**config.mk**
```make
export PLATFORM = sky130hd
export DESIGN_NAME = imm_gen_pipe
export DESIGN_NICKNAME = d
export VERILOG_FILES = /design/src/rtl/imm_gen_pipe.sv
export SDC_FILE = /design/constraint.sdc
export NUM_CORES = 1
export LEC_CHECK = 0
export CAP_MARGIN = 20
export CORE_MARGIN = 5
export CORE_UTILIZATION = 50
export DETAILED_ROUTE_END_ITERATION = 7
export PLACE_DENSITY_LB_ADDON = 0.1
export RECOVER_POWER = 25
export SETUP_SLACK_MARGIN = 0.15
export SYNTH_ARGS = -nofsm -noshare
export SYNTH_HDL_FRONTEND = slang
export SYNTH_SLANG_ARGS = --single-unit
```
**constraint.sdc**
```tcl
create_clock -name clk -period 7 [get_ports clk]
set_input_delay 1.4 -clock clk [delete_from_list [all_inputs] [get_ports clk]]
set_output_delay 1.4 -clock clk [all_outputs]
set_load 0.03 [all_outputs]
```
**src/rtl/imm_gen_pipe.sv**
```systemverilog
// rtl/imm_gen_pipe.sv - two-stage RISC-V immediate generator with valid/ready handshake
module imm_gen_pipe #(
  parameter int XLEN     = 64,
  parameter bit SIGN_EXT = 1'b1
) (
  input  logic            clk,
  input  logic            rst,
  input  logic            in_valid,
  output logic            in_ready,
  input  logic [31:0]     instr,
  output logic            out_valid,
  input  logic            out_ready,
  output logic [XLEN-1:0] imm,
  output logic [2:0]      fmt,
  output logic            illegal,
  output logic [15:0]     illegal_cnt
);

  typedef enum logic [2:0] {
    FMT_NONE = 3'd0,
    FMT_I    = 3'd1,
    FMT_S    = 3'd2,
    FMT_B    = 3'd3,
    FMT_U    = 3'd4,
    FMT_J    = 3'd5
  } fmt_e;

  logic            s1_valid_q, s1_valid_d;
  logic [31:7]     s1_instr_q, s1_instr_d;
  fmt_e            s1_fmt_q, s1_fmt_d;
  logic            s2_valid_q, s2_valid_d;
  logic [XLEN-1:0] imm_q, imm_d;
  fmt_e            fmt_q, fmt_d;
  logic            illegal_q, illegal_d;
  logic [15:0]     cnt_q, cnt_d;

  logic            s1_ready, s2_ready;
  fmt_e            fmt_dec;
  logic            ext_bit;
  logic [63:0]     imm64;

  assign s2_ready = !s2_valid_q || out_ready;
  assign s1_ready = !s1_valid_q || s2_ready;
  assign in_ready = s1_ready;

  always_comb begin
    fmt_dec = FMT_NONE;
    unique case (instr[6:0])
      7'b0000011, 7'b0010011, 7'b1100111: fmt_dec = FMT_I;
      7'b0100011:                         fmt_dec = FMT_S;
      7'b1100011:                         fmt_dec = FMT_B;
      7'b0110111, 7'b0010111:             fmt_dec = FMT_U;
      7'b1101111:                         fmt_dec = FMT_J;
      default:                            fmt_dec = FMT_NONE;
    endcase
  end

  // Opcode bits are not kept past S1: the decoded format carries everything S2 needs.
  assign ext_bit = SIGN_EXT && s1_instr_q[31];

  always_comb begin
    imm64 = 64'd0;
    unique case (s1_fmt_q)
      FMT_I: imm64 = {{52{ext_bit}}, s1_instr_q[31:20]};
      FMT_S: imm64 = {{52{ext_bit}}, s1_instr_q[31:25], s1_instr_q[11:7]};
      FMT_B: imm64 = {{51{ext_bit}}, s1_instr_q[31], s1_instr_q[7],
                      s1_instr_q[30:25], s1_instr_q[11:8], 1'b0};
      FMT_U: imm64 = {{32{ext_bit}}, s1_instr_q[31:12], 12'd0};
      FMT_J: imm64 = {{43{ext_bit}}, s1_instr_q[31], s1_instr_q[19:12],
                      s1_instr_q[20], s1_instr_q[30:21], 1'b0};
      default: imm64 = 64'd0;
    endcase
  end

  always_comb begin
    s1_valid_d = s1_valid_q;
    s1_instr_d = s1_instr_q;
    s1_fmt_d   = s1_fmt_q;
    s2_valid_d = s2_valid_q;
    imm_d      = imm_q;
    fmt_d      = fmt_q;
    illegal_d  = illegal_q;
    cnt_d      = cnt_q;

    if (s1_ready) begin
      s1_valid_d = in_valid;
      if (in_valid) begin
        s1_instr_d = instr[31:7];
        s1_fmt_d   = fmt_dec;
      end
    end

    if (s2_ready) begin
      s2_valid_d = s1_valid_q;
      if (s1_valid_q) begin
        imm_d     = imm64[XLEN-1:0];
        fmt_d     = s1_fmt_q;
        illegal_d = (s1_fmt_q == FMT_NONE);
      end
    end

    if (s2_valid_q && out_ready && illegal_q && (cnt_q != 16'hFFFF))
      cnt_d = cnt_q + 16'd1;
  end

  always_ff @(posedge clk or posedge rst) begin
    if (rst) begin
      s1_valid_q <= 1'b0;
      s1_instr_q <= '0;
      s1_fmt_q   <= FMT_NONE;
      s2_valid_q <= 1'b0;
      imm_q      <= '0;
      fmt_q      <= FMT_NONE;
      illegal_q  <= 1'b0;
      cnt_q      <= 16'd0;
    end else begin
      s1_valid_q <= s1_valid_d;
      s1_instr_q <= s1_instr_d;
      s1_fmt_q   <= s1_fmt_d;
      s2_valid_q <= s2_valid_d;
      imm_q      <= imm_d;
      fmt_q      <= fmt_d;
      illegal_q  <= illegal_d;
      cnt_q      <= cnt_d;
    end
  end

  assign out_valid   = s2_valid_q;
  assign imm         = imm_q;
  assign fmt         = fmt_q;
  assign illegal     = illegal_q;
  assign illegal_cnt = cnt_q;

endmodule

```
==> summary.md <==
| Metric | Value |
|---|---|
| Outcome | finished clean |
| Endpoint kind of the worst setup timing path | output port |
| Final Net Count | 472 |
| Slew @ Worst Pin | 0.868 ns |
| Leak | 0.00208 uW |
| Die width | 97.6 um |
| R2r startpoint | out_valid$_DFFE_PP0P_ |
| Worst EP arrival | 2.83 ns |
| Vias | 2,821 |
| Clk Latency, worst-skew pair | 0.34 ns |
| DRC Markers | 0 |
| Mapped Cells | 347 |
| Hold-fix buffers, CTS | 0 |
| Slew Limit Fails | 0 |
| Initial DRC count | 109 |
| Layout cells sized above 1 | 0.137 |
| Crit path max fanout | 4 |
| HP Class | flop to flop |
| Netlist cell types | 49 |
| FF-to-FF setup slack | 5.07 ns |
| Synth Cell Area | 3830 sq um |
| Row Count | 32 |
| Crit path time final | 4.23 ns |
| Clock power frac | 0.308 |
| Initial antenna violation count | 0 |
| Detail Route Antenna Nets | 0 |
| CP startpoint | out_ready |
| DP Wirelength | 6210 um |
| Prevailing post-synth register cell | dfrtp_1 |
| Total gr overflow | 0 |
| RD Place Congestion | 0.919 |
| Post-CTS Setup Bufs | 0 |
| CTS sink cnt | 82 |
| H-tree lvl count | 3 |
| Register share of total power | 0.469 |
| Vias in the first global route | 2,795 |
| Area Overhead vs Synth | 33.5% |
| Fin worst setup slack | 2.77 ns |
| VDD IR max | 0.130 mV |
| Worst r2r dst | imm[30]$_DFFE_PP0P_ |
| Number of enable flip-flop cells after synthesis | 0 |
| Clock Skew | 0.0119 ns |
| Hold Path Sink | imm[19]$_DFFE_PP0P_ |
| Top post-synthesis cells by count | 82 x dfrtp_1, 38 x nand2_1, 33 x buf_4 |
| Switch Pwr | 363 uW |
| Clock root buffer | clkbuf_8 |
| Peak Freq | 0.236 GHz |
| Combinational power share | 0.223 |
| Setup WS pre-CTS | 2.85 ns |
| Initial Utilization | 0.504 |
| Async S/R FF share, synth | 1.00 |
| Hold path startpoint | imm[19]$_DFFE_PP0P_ |
| Global-route wire length before repair | 14,000 um |
| Pin count of the biggest net entering global routing | 83 |
| Chip height | 97.6 um |
| Cts bufs inserted | 9 |
| Boundary Pins | 122 |
| Core ar. | 7610 sq um |
| Die area | 9520 sq um |
| Flops & latches, synth | 82 |
| CTS max path bufs | 2 |
| Largest area contributor in the netlist | dfrtp_1 |
| Final Hold Violating Endpoints | 0 |
| Syn_nets | 384 |
| Yosys warning total | 0 |
| Post-CTS resize count | 0 |
| Wire per inst | 16.0 um |
| Tot GR Track Use | 0.181 |
| Final wirelength | 8670 um |
| Routed vias/inst | 5.21 |
| Tot Pwr | 1200 uW |
| Mean Syn Cell Area | 11.0 sq um |
| Cells on worst reg2reg path | 5 |
| WHS Path Cells | 2 |
| RSZ-0062 raised after global routing | no |
| Power per cell area | 235 nW/um^2 |
| Final Setup Violations | 0 |
| Relative slew slack | 0.421 |
| Sequential share of the synthesized area | 0.535 |
| Crit start category | primary input |
| Detailed Routing Iterations Pass 1 | 4 |
| Int Power | 841 uW |
| CTS tree | yes |
| Max cap viols | 0 |
| # diodes | 0 |
| Port bufs | 121 |
| Required @ worst endpoint | 5.60 ns |
| Synth area leaders | dfrtp_1 54%, mux2_2 8.8%, buf_4 6.5% |
| Most common cell in the netlist | dfrtp_1 |
| Top-area cell type share of the netlist area | 0.535 |
| CP Class | primary input to output port |
| Switching share of total power | 0.301 |
| Sum Neg Setup Slack | 0 ns |
| Tcrit/Tclk final | 0.605 |
| CTS clock-pin slew for the worst setup and hold paths | 0.08 ns |
-- layout make-up --
cell class / count / area (sq um)
fill: 606 / 2490
sequential: 82 / 2050
multi-input combinational: 211 / 1440
timing repair buffer: 125 / 1260
tap: 102 / 128
clock buffer: 9 / 124
clock inverter: 6 / 91.3
inverter: 6 / 23.8
-- cells by family after synthesis --
logic type                 count (synthesis)  share of synthesized area
adders and majority gates                  1                    0.00326
DFF                                       82                      0.535
muxes                                     33                     0.0973
and+or+nand+nor                           88                      0.129
xor gates and xnor gates                   9                     0.0206
AOI/OAI and AO/OA                         80                      0.126
buffers and inverters                     54                     0.0885
-- worst max path at each step --
stage | end | slack, ns | cells after the start
after floorplan | fmt[0]$_DFFE_PP0P_ | 3.49 | 1
after global placement | in_ready | 2.88 | 3
after detailed placement | in_ready | 2.85 | 3
after CTS | in_ready | 2.84 | 3
after global routing | in_ready | 2.72 | 3
final | in_ready | 2.77 | 3
-- critical path: stages --
cell	delay (ns)
dlygate4sd3_1	0.58
nand3b_1	0.17
clkdlybuf4s50_1	0.69
-- state kept, by name, indices dropped and copies added, names as in the netlist --
| signal | cells |
|---|---|
| fmt | 3 |
| illegal | 1 |
| illegal_cnt | 16 |
| imm | 32 |
| out_valid | 1 |
| s1_fmt_q | 3 |
| s1_instr_q | 25 |
| s1_valid_q | 1 |
-- metrics by stage --
step / util / hold WS [ns] / std cells / instance area [sq um]
finish: 0.673 / 0.491 / 541 / 5120
detailed placement: 0.641 / 0.471 / 525 / 4880
global route: 0.673 / 0.526 / 541 / 5120
global placement: 0.641 / 0.466 / 525 / 4880
CTS: 0.670 / 0.500 / 540 / 5090
floorplan: - / 0.457 / 347 / 3830
-- power by group through the flow --
stage / registers (uW) / clock network, uW / logic, uW
floorplan: 604 / 0 / 136
global placement: 570 / 0 / 266
detailed placement: 574 / 0 / 269
CTS: 564 / 382 / 270
global route: 572 / 399 / 284
finish: 565 / 371 / 268
-- cell usage in the layout, fill, tap and decap left out, types with 4 or more instances in the layout --
cell type / n
a21oi_1: 26
xor2_1: 6
o21ai_0: 5
clkbuf_8: 9
nand3_1: 7
nand2_1: 38
nor2_1: 4
dfrtp_1: 82
nor3_1: 6
clkdlybuf4s50_1: 119
a22o_1: 6
a22oi_1: 4
o21ai_1: 21
a31oi_1: 4
nand4_1: 6
inv_1: 5
nor2b_1: 5
mux2_2: 30
-- routing by layer --
| metal | GRT usage | vias to the layer above | share of wire |
|---|---|---|---|
| met2 | 0.313 | 82 | 0.51 |
| met3 | 0.0380 | 7 | 0.046 |
| met4 | 0.0703 | 0 | 0.0076 |
| met5 | 0 | - | 0 |
| li1 | - | 1370 | - |
| met1 | 0.222 | 1362 | 0.44 |
Power figures use the tool's default switching activity.
